[src/rtl/branch_resolve_unit.sv]
// Execute-stage RV32I branch resolver: registered outcome/next PC, misprediction flag,
// bimodal 2-bit BHT trained on resolution, and saturating performance counters.
module branch_resolve_unit #(
  parameter int         XLEN        = 32,
  parameter int         BHT_ENTRIES = 64,
  parameter logic [1:0] CNT_INIT    = 2'b01,
  parameter int         PERF_W      = 32
) (
  input  logic              clk,
  input  logic              rst_n,
  input  logic [XLEN-1:0]   pred_pc,
  output logic              pred_taken,
  input  logic              ex_valid,
  input  logic [XLEN-1:0]   ex_pc,
  input  logic [XLEN-1:0]   ex_rs1,
  input  logic [XLEN-1:0]   ex_rs2,
  input  logic [XLEN-1:0]   ex_imm,
  input  logic [2:0]        ex_funct3,
  input  logic              ex_pred_taken,
  input  logic              flush,
  output logic              res_valid,
  output logic              res_taken,
  output logic [XLEN-1:0]   res_next_pc,
  output logic              res_mispredict,
  output logic              res_illegal,
  output logic [PERF_W-1:0] perf_branches,
  output logic [PERF_W-1:0] perf_mispredicts
);

  localparam int IDX_W = $clog2(BHT_ENTRIES);

  logic [IDX_W-1:0] pred_idx;
  logic [IDX_W-1:0] ex_idx;
  logic             taken_next;
  logic             illegal_next;
  logic             mispredict_next;
  logic [XLEN-1:0]  next_pc_next;
  logic             fire;
  logic             train;
  logic [1:0]       bht_reg [BHT_ENTRIES];
  logic             unused_pred_bits;

  assign pred_idx         = pred_pc[IDX_W+1:2];
  assign ex_idx           = ex_pc[IDX_W+1:2];
  assign unused_pred_bits = ^{pred_pc[XLEN-1:IDX_W+2], pred_pc[1:0]};

  // Lookup reads the stored counter only; same-cycle training is not bypassed.
  assign pred_taken = bht_reg[pred_idx][1];

  always_comb begin
    taken_next   = 1'b0;
    illegal_next = 1'b0;
    case (ex_funct3)
      3'b000:  taken_next = (ex_rs1 == ex_rs2);
      3'b001:  taken_next = (ex_rs1 != ex_rs2);
      3'b100:  taken_next = ($signed(ex_rs1) <  $signed(ex_rs2));
      3'b101:  taken_next = ($signed(ex_rs1) >= $signed(ex_rs2));
      3'b110:  taken_next = (ex_rs1 <  ex_rs2);
      3'b111:  taken_next = (ex_rs1 >= ex_rs2);
      default: illegal_next = 1'b1;
    endcase
  end

  assign mispredict_next = ~illegal_next & (taken_next ^ ex_pred_taken);
  assign next_pc_next    = taken_next ? (ex_pc + ex_imm) : (ex_pc + XLEN'(4));
  assign fire            = ex_valid & ~flush;
  assign train           = fire & ~illegal_next;

  generate
    for (genvar gi = 0; gi < BHT_ENTRIES; gi++) begin : g_bht
      always_ff @(posedge clk or negedge rst_n) begin
        if (!rst_n) begin
          bht_reg[gi] <= CNT_INIT;
        end else if (train && ex_idx == IDX_W'(gi)) begin
          if (taken_next && bht_reg[gi] != 2'b11)
            bht_reg[gi] <= bht_reg[gi] + 2'b01;
          else if (!taken_next && bht_reg[gi] != 2'b00)
            bht_reg[gi] <= bht_reg[gi] - 2'b01;
        end
      end
    end
  endgenerate

  // Result payload holds its last value while no branch fires.
  always_ff @(posedge clk or negedge rst_n) begin
    if (!rst_n) begin
      res_valid      <= 1'b0;
      res_taken      <= 1'b0;
      res_next_pc    <= '0;
      res_mispredict <= 1'b0;
      res_illegal    <= 1'b0;
    end else begin
      res_valid <= fire;
      if (fire) begin
        res_taken      <= taken_next;
        res_next_pc    <= next_pc_next;
        res_mispredict <= mispredict_next;
        res_illegal    <= illegal_next;
      end
    end
  end

  always_ff @(posedge clk or negedge rst_n) begin
    if (!rst_n) begin
      perf_branches    <= '0;
      perf_mispredicts <= '0;
    end else if (train) begin
      if (perf_branches != '1)
        perf_branches <= perf_branches + PERF_W'(1);
      if (mispredict_next && perf_mispredicts != '1)
        perf_mispredicts <= perf_mispredicts + PERF_W'(1);
    end
  end

endmodule
[config.mk]
export PLATFORM = sky130hd
export DESIGN_NAME = branch_resolve_unit
export DESIGN_NICKNAME = d
export VERILOG_FILES = /design/src/rtl/branch_resolve_unit.sv
export SDC_FILE = /design/constraint.sdc
export NUM_CORES = 1
export LEC_CHECK = 0
export BUFFER_PORTS_ARGS = -buffer_cell sky130_fd_sc_hd__buf_4
export CORE_AREA = 3 3 164 166
export DETAILED_ROUTE_END_ITERATION = 6
export DIE_AREA = 0 0 167 169
export PLACE_DENSITY = 0.86
export SETUP_SLACK_MARGIN = 0.4
export SLEW_MARGIN = 25
export SYNTH_ARGS = -nofsm -noshare
export SYNTH_HDL_FRONTEND = slang
export SYNTH_SLANG_ARGS = --single-unit
[constraint.sdc]
create_clock -name clk -period 3.1 [get_ports clk]
set_input_delay 0.31 -clock clk [delete_from_list [all_inputs] [get_ports clk]]
set_output_delay 0.31 -clock clk [all_outputs]
set_load 0.005 [all_outputs]
==> flow_summary.rst <==
.. list-table::
   :header-rows: 1

   * - Metric
     - Value
   * - Count of different cell masters after synthesis
     - 64
   * - Footprint of the flip-flops and latches
     - 5790 um2
   * - Clk_lat worst skew
     - 0.53 ns
   * - Final TNS setup
     - 0 ns
   * - Number of pins with negative max-slew slack in the final report
     - 0
   * - # port buffers
     - 242
   * - Data arrival time of the worst path
     - 2.59 ns
   * - Crit path capture type
     - primary output
   * - Flip-flop count of the largest register after layout
     - 128
   * - Post-route clock period utilization
     - 93.5%
   * - Core area
     - 25800 um2
   * - Vias/cell
     - 6.22
   * - Pin count of the biggest net entering global routing
     - 80
   * - Most frequent cells in the layout
     - 299 x sky130_fd_sc_hd__buf_4, 294 x sky130_fd_sc_hd__nand2_1, 197 x sky130_fd_sc_hd__nor2_1
   * - Placed insts
     - 2305
   * - Area of the multi-input gates
     - 8660 um2
   * - Antenna Diode Count
     - 0
   * - Clock skew
     - 0.0141 ns
   * - Most used flip-flop cell after synthesis
     - sky130_fd_sc_hd__dfrtp_1
   * - TritonCTS sink count
     - 228
   * - FILL cells
     - 1679
   * - Share of post-route cells with drive strength above 1
     - 27.2%
   * - Max Freq
     - 345 MHz
   * - DRC errors left
     - 0
   * - Maximum net fanout on the critical path
     - 5
   * - Routability-driven placement congestion ratio
     - 0.954
   * - Setup repair after global routing missed its margin
     - true
   * - R2R Setup Slk
     - 0.31 ns
   * - Worst Path Required
     - 2.79 ns
   * - Transition time at the pin with the least slew margin
     - 0.793 ns
   * - Detailed router's first-iteration violation count
     - 1456
   * - Maximum vdd drop
     - 457 uV
   * - Maximum clock path buffer count
     - 3
   * - Leading cell type in the layout, fill and taps excluded
     - sky130_fd_sc_hd__buf_4
   * - Layout Nets
     - 2288
   * - Wirelength, routed
     - 47400 um
   * - Root buffer cell
     - sky130_fd_sc_hd__clkbuf_16
   * - Result of the run
     - completed
   * - Die outline area
     - 28200 um2
   * - WL/cell
     - 19.7 um
   * - Ys Warns
     - 0
   * - Chip width
     - 167 um
   * - Category of the worst setup path launch point
     - flop
   * - Post-Syn Area
     - 14400 um2
   * - Async set-reset flop share out of synthesis
     - 100%
   * - Flops & latches, synth
     - 228
   * - Number of cells produced by synthesis
     - 1755
   * - Max-slew headroom at the worst pin
     - 47.1%
   * - Number of antenna violations at the first check in global routing
     - 0
   * - Max capacitance violation total
     - 0
   * - Clock tree from TritonCTS
     - done
   * - Vertical die dimension
     - 169 um
   * - # setup viols final
     - 0
   * - Post-Synthesis Net Count
     - 1993
   * - Avg Inst Size Synth
     - 8.23 um2
   * - Beginning of the worst register-to-register path
     - perf_branches[6]$_DFFE_PN0P_
   * - TritonCTS Buffers
     - 25
   * - Launching element of the worst setup path
     - bht_reg[105]$_DFFE_PN0P_
   * - Leakage component of the power
     - 7.91 nW
   * - Launch point of the worst hold path
     - ex_pc[0]
   * - Power density of the placed cells
     - 443 nW/um2
   * - Reg clk slew, reported paths
     - 0.06 ns
   * - Starting Density
     - 56.1%
   * - Hold Slack
     - 0.0795 ns
   * - Overall routing resource usage
     - 29.4%
   * - Number of detailed-route iterations in the first pass
     - 6
   * - Hold violation total from the final report
     - 0
   * - Growth of design area from synthesis to finish
     - 30.2%
   * - Post-synth EDFFs
     - 0
   * - Vias in the first global route
     - 14400
   * - Power after layout
     - 8.32 mW
   * - GRT Residual Overflow
     - 0
   * - Hold Path Class
     - input port to flop
   * - Rows
     - 59
   * - Final Non-Filler Cells
     - 2403
   * - CTS H-tree lvls
     - 1
   * - Vias
     - 14900
   * - Number of top-level design ports
     - 269
   * - Count of antenna-violating nets left after detailed routing
     - 0
   * - Critical path class
     - flop to primary output
   * - DPL Wire Length
     - 30600 um
   * - First-pass GRT wire length
     - 69500 um
   * - Proportion of synthesized chip area in sequential cells
     - 40.1%
   * - Time the worst path needs with I/O delays and setup
     - 2.90 ns
## area by class of cell
type	count	share of cell area (%)
multi-input cells	1397	46.1
flip-flops and latches	228	30.8
repair buffers	340	15.6
clock buffers	39	3.93
well taps	335	2.23
inverters	58	1.20
clock inverters	6	0.240
## what timing repair did
item                                    4_1_cts  5_1_grt
buffers inserted                             18       24
hold endpoints to repair                     54        0
resized for setup                             3      125
hold buffers                                  1        0
endpoints found under the setup margin        6      147
gates cloned                                  0       10
pin swaps                                     1       39
## logic make-up (layout without fill, tap and decap cells)
family          after synthesis  in the layout  synth area share [%]
flops                       228            228                  40.1
buf+inv                     131            443                  3.79
xor+xnor                    113            113                  6.85
compound gates              441            441                  16.8
fa+ha+maj                    70             70                  6.12
mux                          24             24                  3.50
simple gates                748            749                  22.9
## worst max-delay path: stages (launching register included)
cell	delay (ns)
sky130_fd_sc_hd__dfrtp_1	0.42
sky130_fd_sc_hd__mux4_2	0.51
sky130_fd_sc_hd__mux4_2	0.51
sky130_fd_sc_hd__mux4_2	0.49
sky130_fd_sc_hd__buf_6	0.13
## where the power goes
part	switching, mW	internal [mW]	total [mW]
clock	1.26	1.64	2.90
combinational	1.07	0.932	2.00
sequential	0.193	3.22	3.42
## per-layer routing
metal	routed length [um]	track usage, %	share of wire, %
met2	23100	50.9	49
met3	4070	4.88	8.6
met1	17700	35.8	37
met5	0	0	0
met4	2500	14.4	5.3
## cells in the mapped netlist (8+ instances only)
library cell | count | share of area [%]
sky130_fd_sc_hd__mux4_2 | 21 | 3.3
sky130_fd_sc_hd__nand2_1 | 295 | 7.7
sky130_fd_sc_hd__xor2_1 | 55 | 3.3
sky130_fd_sc_hd__buf_2 | 26 | 0.90
sky130_fd_sc_hd__o21a_1 | 9 | 0.47
sky130_fd_sc_hd__and4_1 | 10 | 0.61
sky130_fd_sc_hd__nor2_1 | 213 | 5.5
sky130_fd_sc_hd__a21o_1 | 12 | 0.62
sky130_fd_sc_hd__o21ai_0 | 177 | 6.1
sky130_fd_sc_hd__dfstp_2 | 64 | 12
sky130_fd_sc_hd__clkbuf_1 | 39 | 1.0
sky130_fd_sc_hd__dfrtp_1 | 164 | 28
sky130_fd_sc_hd__inv_1 | 57 | 1.5
sky130_fd_sc_hd__nor3_1 | 16 | 0.55
sky130_fd_sc_hd__xnor2_1 | 58 | 3.5
sky130_fd_sc_hd__and3_1 | 19 | 0.82
sky130_fd_sc_hd__a21oi_1 | 193 | 6.7
sky130_fd_sc_hd__ha_1 | 69 | 6.0
sky130_fd_sc_hd__nand2b_1 | 8 | 0.35
sky130_fd_sc_hd__or3_1 | 8 | 0.35
sky130_fd_sc_hd__nand4_1 | 29 | 1.3
sky130_fd_sc_hd__nand3_1 | 110 | 3.8
## worst paths after layout
kind	endpoint	depth (start not counted)
min in group asynchronous	perf_mispredicts[23]$_DFFE_PN0P_	2
max in group asynchronous	bht_reg[76]$_DFFE_PN1P_	3
setup / recovery	pred_taken	4
hold / removal	res_next_pc[0]$_DFFE_PN0P_	3
hold reg to reg	bht_reg[110]$_DFFE_PN1P_	2
setup reg to reg	perf_branches[27]$_DFFE_PN0P_	9
## per-stage QoR
| step | utilization, % | setup WS (ns) | cell area, um2 |
|---|---|---|---|
| finish | 73.0 | 0.202 | 18800 |
| global route | 73.0 | 0.132 | 18800 |
| CTS | 69.7 | 0.202 | 18000 |
| detailed placement | 66.1 | -0.106 | 17000 |
| global placement | 66.1 | -0.0103 | 17000 |
| floorplan | - | 0.388 | 14600 |
Note: power is estimated with default switching activity, not from simulation.
